--- config.mk ---
export PLATFORM = sky130hd
export DESIGN_NAME = linescanner_sensor_emulator_flat
export DESIGN_NICKNAME = d
export VERILOG_FILES = /design/src/rtl/linescanner_sensor_emulator_if.sv /design/src/rtl/linescanner_sensor_emulator.sv /design/src/flat_wrapper.sv
export SDC_FILE = /design/constraint.sdc
export NUM_CORES = 1
export LEC_CHECK = 0
export BUFFER_PORTS_ARGS = -buffer_cell sky130_fd_sc_hd__buf_2
export CORE_MARGIN = 5
export CORE_UTILIZATION = 60
export DETAILED_ROUTE_END_ITERATION = 7
export GPL_ROUTABILITY_DRIVEN = 1
export PLACE_DENSITY = 0.81
export SYNTH_ARGS = -nofsm -noshare
export SYNTH_HDL_FRONTEND = slang
export SYNTH_SLANG_ARGS = --single-unit
--- constraint.sdc ---
create_clock -name pixel_clock -period 2.57 [get_ports pixel_clock]
set_input_delay 0.257 -clock pixel_clock [delete_from_list [all_inputs] [get_ports pixel_clock]]
set_output_delay 0.257 -clock pixel_clock [all_outputs]
set_load 0.05 [all_outputs]
--- src/rtl/linescanner_sensor_emulator_if.sv ---
// Capture-unit <-> linescanner sensor signal bundle.
// The capture side drives the control strobes and the sensor side drives status and pixel data.
interface linescanner_sensor_emulator_if;
  logic        rst_cvc;
  logic        rst_cds;
  logic        sample;
  logic        load_pulse;
  logic        end_adc;
  logic        lval;
  logic [7:0]  data;
  logic [15:0] line_count;
  logic        protocol_error;

  modport master (
    output rst_cvc, rst_cds, sample, load_pulse,
    input  end_adc, lval, data, line_count, protocol_error
  );

  modport slave (
    input  rst_cvc, rst_cds, sample, load_pulse,
    output end_adc, lval, data, line_count, protocol_error
  );
endinterface

--- src/rtl/linescanner_sensor_emulator.sv ---
// Linescanner sensor emulator: emulated ADC conversion plus one-line deterministic pixel readout,
// all on pixel_clock, for loopback bring-up of the capture unit.
module linescanner_sensor_emulator #(
  parameter int unsigned NUM_PIXELS   = 1024,
  parameter int unsigned ADC_CLOCKS   = 20,
  parameter int unsigned LOAD_TO_LVAL = 2,
  parameter logic [7:0]  PIXEL_STEP   = 8'd1
) (
  input logic                          pixel_clock,
  input logic                          reset,
  linescanner_sensor_emulator_if.slave bus
);

  typedef enum logic {AdcIdle, AdcConvert} adc_state_e;
  typedef enum logic [1:0] {RoIdle, RoDelay, RoStream} ro_state_e;

  localparam logic [7:0]  AdcLast   = 8'(ADC_CLOCKS - 1);
  localparam logic [3:0]  DelayLast = 4'(LOAD_TO_LVAL - 1);
  localparam logic [15:0] PixLast   = 16'(NUM_PIXELS - 1);

  adc_state_e  adc_state_q, adc_state_d;
  ro_state_e   ro_state_q, ro_state_d;
  logic        rst_cvc_q, sample_q, load_q;
  logic        sample_hist_d, load_hist_d;
  logic [7:0]  adc_cnt_q, adc_cnt_d;
  logic [3:0]  delay_cnt_q, delay_cnt_d;
  logic [15:0] pixel_idx_q, pixel_idx_d;
  logic [7:0]  line_id_q, line_id_d;
  logic        line_pending_q, line_pending_d;
  logic [15:0] line_count_q, line_count_d;
  logic        perr_q, perr_d;
  logic        sample_rise, load_rise, cvc_fall, adc_done, err;
  logic [7:0]  pix_offset;

  assign sample_rise = bus.sample & ~sample_q;
  assign load_rise   = bus.load_pulse & ~load_q;
  assign cvc_fall    = rst_cvc_q & ~bus.rst_cvc;

  // Integration start only restarts edge history; it reseeds from the live pins.
  always_comb begin
    sample_hist_d = bus.sample;
    load_hist_d   = bus.load_pulse;
    if (cvc_fall) begin
      sample_hist_d = bus.sample;
      load_hist_d   = bus.load_pulse;
    end
  end

  always_comb begin
    adc_state_d    = adc_state_q;
    adc_cnt_d      = adc_cnt_q;
    ro_state_d     = ro_state_q;
    delay_cnt_d    = delay_cnt_q;
    pixel_idx_d    = pixel_idx_q;
    line_id_d      = line_id_q;
    adc_done       = 1'b0;
    err            = 1'b0;

    unique case (adc_state_q)
      AdcIdle: begin
        if (sample_rise) begin
          adc_state_d = AdcConvert;
          adc_cnt_d   = 8'd0;
          err         = bus.rst_cds;
        end
      end
      AdcConvert: begin
        if (sample_rise) err = 1'b1;
        if (adc_cnt_q == AdcLast) begin
          adc_done    = 1'b1;
          adc_state_d = AdcIdle;
        end else begin
          adc_cnt_d = adc_cnt_q + 8'd1;
        end
      end
      default: adc_state_d = AdcIdle;
    endcase

    line_count_d   = adc_done ? line_count_q + 16'd1 : line_count_q;
    line_pending_d = line_pending_q | adc_done;

    unique case (ro_state_q)
      RoIdle: begin
        if (load_rise) begin
          // A conversion finishing on this same edge counts as the pending line.
          if (line_pending_q || adc_done) begin
            ro_state_d     = RoDelay;
            delay_cnt_d    = 4'd0;
            line_id_d      = line_count_d[7:0];
            line_pending_d = 1'b0;
          end else begin
            err = 1'b1;
          end
        end
      end
      RoDelay: begin
        if (load_rise) err = 1'b1;
        if (delay_cnt_q == DelayLast) begin
          ro_state_d  = RoStream;
          pixel_idx_d = 16'd0;
        end else begin
          delay_cnt_d = delay_cnt_q + 4'd1;
        end
      end
      RoStream: begin
        if (load_rise) err = 1'b1;
        if (pixel_idx_q == PixLast) begin
          ro_state_d = RoIdle;
        end else begin
          pixel_idx_d = pixel_idx_q + 16'd1;
        end
      end
      default: ro_state_d = RoIdle;
    endcase

    perr_d = perr_q | err;
  end

  always_ff @(posedge pixel_clock or posedge reset) begin
    if (reset) begin
      rst_cvc_q      <= 1'b1;
      sample_q       <= 1'b0;
      load_q         <= 1'b0;
      adc_state_q    <= AdcIdle;
      adc_cnt_q      <= 8'd0;
      ro_state_q     <= RoIdle;
      delay_cnt_q    <= 4'd0;
      pixel_idx_q    <= 16'd0;
      line_id_q      <= 8'd0;
      line_pending_q <= 1'b0;
      line_count_q   <= 16'd0;
      perr_q         <= 1'b0;
    end else begin
      rst_cvc_q      <= bus.rst_cvc;
      sample_q       <= sample_hist_d;
      load_q         <= load_hist_d;
      adc_state_q    <= adc_state_d;
      adc_cnt_q      <= adc_cnt_d;
      ro_state_q     <= ro_state_d;
      delay_cnt_q    <= delay_cnt_d;
      pixel_idx_q    <= pixel_idx_d;
      line_id_q      <= line_id_d;
      line_pending_q <= line_pending_d;
      line_count_q   <= line_count_d;
      perr_q         <= perr_d;
    end
  end

  // Only the low byte of the index matters modulo 256.
  assign pix_offset = pixel_idx_q[7:0] * PIXEL_STEP;

  assign bus.end_adc        = (adc_state_q == AdcIdle);
  assign bus.lval           = (ro_state_q == RoStream);
  assign bus.data           = bus.lval ? line_id_q + pix_offset : 8'd0;
  assign bus.line_count     = line_count_q;
  assign bus.protocol_error = perr_q;

endmodule
--- src/flat_wrapper.sv ---
// flat-port wrapper written by rule: the top's interface ports become plain ports
module linescanner_sensor_emulator_flat 
#(
  parameter int unsigned NUM_PIXELS   = 1024,
  parameter int unsigned ADC_CLOCKS   = 20,
  parameter int unsigned LOAD_TO_LVAL = 2,
  parameter logic [7:0]  PIXEL_STEP   = 8'd1
)
  (pixel_clock, reset, bus_rst_cvc, bus_rst_cds, bus_sample, bus_load_pulse, bus_end_adc, bus_lval, bus_data, bus_line_count, bus_protocol_error);
  linescanner_sensor_emulator_if bus_i ();
  input logic pixel_clock;
  input logic reset;
  input wire logic [$bits(bus_i.rst_cvc)-1:0] bus_rst_cvc;
  input wire logic [$bits(bus_i.rst_cds)-1:0] bus_rst_cds;
  input wire logic [$bits(bus_i.sample)-1:0] bus_sample;
  input wire logic [$bits(bus_i.load_pulse)-1:0] bus_load_pulse;
  output wire logic [$bits(bus_i.end_adc)-1:0] bus_end_adc;
  output wire logic [$bits(bus_i.lval)-1:0] bus_lval;
  output wire logic [$bits(bus_i.data)-1:0] bus_data;
  output wire logic [$bits(bus_i.line_count)-1:0] bus_line_count;
  output wire logic [$bits(bus_i.protocol_error)-1:0] bus_protocol_error;
  assign bus_i.rst_cvc = bus_rst_cvc;
  assign bus_i.rst_cds = bus_rst_cds;
  assign bus_i.sample = bus_sample;
  assign bus_i.load_pulse = bus_load_pulse;
  assign bus_end_adc = bus_i.end_adc;
  assign bus_lval = bus_i.lval;
  assign bus_data = bus_i.data;
  assign bus_line_count = bus_i.line_count;
  assign bus_protocol_error = bus_i.protocol_error;
  linescanner_sensor_emulator #(.NUM_PIXELS(NUM_PIXELS), .ADC_CLOCKS(ADC_CLOCKS), .LOAD_TO_LVAL(LOAD_TO_LVAL), .PIXEL_STEP(PIXEL_STEP)) u_core (.pixel_clock(pixel_clock), .reset(reset), .bus(bus_i));
endmodule
==> flow_summary.yaml <==
synth:
  synthAdderAreaFrac_pct: 6.24
  synthXorXnorAreaFrac_pct: 5.71
  async_flop_share_pct: 100
  synthMuxAreaShare_pct: 6.28
  yosysTopAreaCell: "dfrtp_1"
  synthSimpleGateAreaFrac_pct: 23.2
  synth-seq-cells: 59
  syn_inst: 362
  yosys.area.top_type_share_pct: 41.8
  post-synth-top-count-cell: "dfrtp_1"
  synth_ff_type: "dfrtp_1"
  synth_edf_count: 0
  avgSynthCellArea_um2: 9.75
  synth_commonest_cells: "dfrtp_1 (59), o21ai_0 (25), nand2_1 (20)"
  syn_nets: 385
  synth_compound_area_share_pct: 13.0
  ys.warnings.count: 0
  synth_top_family_by_area: "simple AND/OR/NAND/NOR gates"
  netlist_top_cells_area: "dfrtp_1 (42%), ha_1 (5.7%), o21ai_0 (3.5%)"
  synthesis.area_um2: 3530
  synthDistinctLibCells: 59
  seq_area_frac_synth_pct: 41.8
power_and_ir_drop:
  report.power.total_mw: 2.37
  pwr_density_cell_nw_per_um2: 581
  p_leak_nw: 1.88
  ir_worst_vdd_mv: 0.672
setup_path:
  cpMaxStageDelayCell: "dfrtp_2"
  arrival_ns: 2.24
  worstPathRequired_ns: 2.31
  rrSetupSlack_ns: 0.22
  critPathMaxFanout: 6
  crit_type: "flip-flop to output port"
  crit_path_max_incr_delay_ns: 0.44
  start_kind: "flip-flop"
  worstPathCellList: "ha_1 > a21o_1 > a311oi_4 > mux2i_1 > a311o_1 > buf_6"
  worstSetupEndpointType: "output port"
sta:
  hold_viol: 0
  drv_slew: 0
  whs_ns: 0.0364
  final.setup.tns_ns: 0
  fmax_mhz: 400
  max_slew.worst_pin.slew_ns: 0.749
  min_period_over_period_pct: 97.3
  rsz0062_at_grt: "true"
  clock_skew_ns: 0.00901
  relSlewSlack_pct: 50.0
  setup_viol: 0
  period_needed_ns: 2.50
layout:
  nets: 425
  drive_above_1_share_pct: 22.1
  area_growth_pct: 15.9
  fin_util_pct: 70.3
  n_antenna_cell: 0
die:
  start_util_pct: 60.7
  placementRows: 28
  die_height_um: 86.7
  dieArea_um2: 7510
  io_pins: 33
  die_w_um: 86.7
  coreArea_um2: 5820
global_route:
  grt_pass1_wl_um: 13000
  grt_pass1_vias: 2831
  overflow: 0
  antenna_found_initial: 0
  grt_start_max_net_pins: 39
  track_usage_pct: 22.0
clock_tree:
  ctsRootBufferMaster: "clkbuf_8"
  clk_pin_slew_ns: 0.07
  clock_sinks: 59
  insertion_delay_ns: 0.34
  cts_hold_buffers: 0
  tritoncts: "done"
  cts_buffers: 9
  cts_max_path_buffers: 2
  htreeDepth: 3
route:
  dr.pass1.iters: 4
  wirelength_um: 7840
  postRouteAntennaNets: 0
  via_per_inst: 6.05
  drc: 0
  dr_total_vias: 2917
  post_drt_wl_per_cell_um: 16.3
  drt_iter0_markers: 166
placed_design:
  port_buffers: 31
  gp_congestion: 0.895
  hpwl_um: 5370
outcome:
  status: "complete, no violations"
job:
  drv_cap: 0
hold_path:
  hp-class: "input port to async pin"
path summary, 6_finish.rpt:
kind / to / depth (start not counted) / from
min reg2reg: u_core.bus.line_count[15] / 1 / u_core.bus.line_count[15]
min: u_core.sample_q / 2 / reset
max reg2reg: u_core.line_id_q[7] / 5 / u_core.adc_cnt_q[1]
max: bus_data[5] / 6 / u_core.pixel_idx_q[0]
max in group asynchronous: u_core.pixel_idx_q[14] / 3 / reset
min in group pixel_clock: u_core.sample_q / 1 / bus_sample
state kept, by name (all words and copies together), names as in the netlist:
| register | count |
|---|---|
| u_core.bus.line_count | 16 |
| u_core.pixel_idx_q | 16 |
| u_core.adc_cnt_q | 8 |
| u_core.line_id_q | 8 |
| u_core.delay_cnt_q | 4 |
| u_core.ro_state_q | 2 |
| u_core.adc_state_q | 1 |
| u_core.bus.protocol_error | 1 |
| u_core.line_pending_q | 1 |
| u_core.load_q | 1 |
| u_core.sample_q | 1 |
cell type report:
class,instances,area [µm²]
multi-input combinational,271,1990
fill,427,1730
sequential,59,1480
timing repair buffer,42,251
clock buffer,12,145
tap,75,93.8
inverter,19,71.3
clock inverter,4,50.0
per-stage QoR:
stage / std cells / cell area [µm²] / setup WS (ns)
floorplan: 362 / 3540 / 0.0625
global placement: 465 / 3810 / 0.239
detailed placement: 465 / 3810 / 0.216
CTS: 481 / 4030 / -0.0230
global route: 482 / 4090 / -0.0435
finish: 482 / 4090 / 0.0706
timing repair:
| action | CTS | global route |
|---|---|---|
| cloned | 0 | 0 |
| gates resized for setup | 7 | 11 |
| endpoints found under the setup margin | 4 | 12 |
| pin swaps | 1 | 3 |
| setup buffers | 0 | 1 |
per-layer routing:
metal  GRT usage, %  up-vias  wire [µm]
li1               -     1416          -
met1           29.4     1422       3580
met2           34.6       61       3770
met3           4.66       18        301
met4           9.49        0        182
met5              0        -          0
report_power, final:
part | switching [mW] | internal (mW)
Clock | 0.376 | 0.473
Combinational | 0.237 | 0.158
Sequential | 0.123 | 1.01
worst max-delay path: cells and delay by family, from the launching register on:
kind            cells  cell delay (ns)
compound gates      3             0.92
mux                 1             0.12
buf+inv             1             0.16
fa+ha+maj           1             0.26
flops               1             0.44
cell usage in the layout, fill, tap and decap left out, types with 2 or more instances in the layout:
cell        instances
xor2_1             10
dfrtp_1            55
nand4_1            12
clkbuf_8           10
and4_1              5
nand4bb_1           2
and3_1              4
nor3b_1             3
nand2b_1            3
or3_1               3
o31ai_1             7
a31oi_1             2
nand2_1            20
ha_1               14
mux2i_1            11
nor4bb_1            2
nand3_1            17
dfrtp_2             4
nor2b_1             3
mux2_2              9
or4_1               7
a211oi_1            3
or4_4               2
a21oi_1            14
a21o_1              3
buf_4              13
xnor2_1            13
clkbuf_1            2
ha_4                2
nor2_1             18
or2_2               6
and2_1              5
clkinvlp_4          2
nor4_1             10
nor3_1              8
inv_1              17
buf_2              27
o21ai_0            25
o21bai_1            2
kinds of logic (layout without fill, tap and decap cells):
logic type	Yosys count	in the layout
AND/OR/NAND/NOR	138	138
AO/OA/AOI/OAI	72	72
flip-flops	59	59
buffers and inverters	32	77
XOR/XNOR	23	23
multiplexers	21	21
adder cells (fa/ha/maj)	17	17
Power figures use the tool's default switching activity.
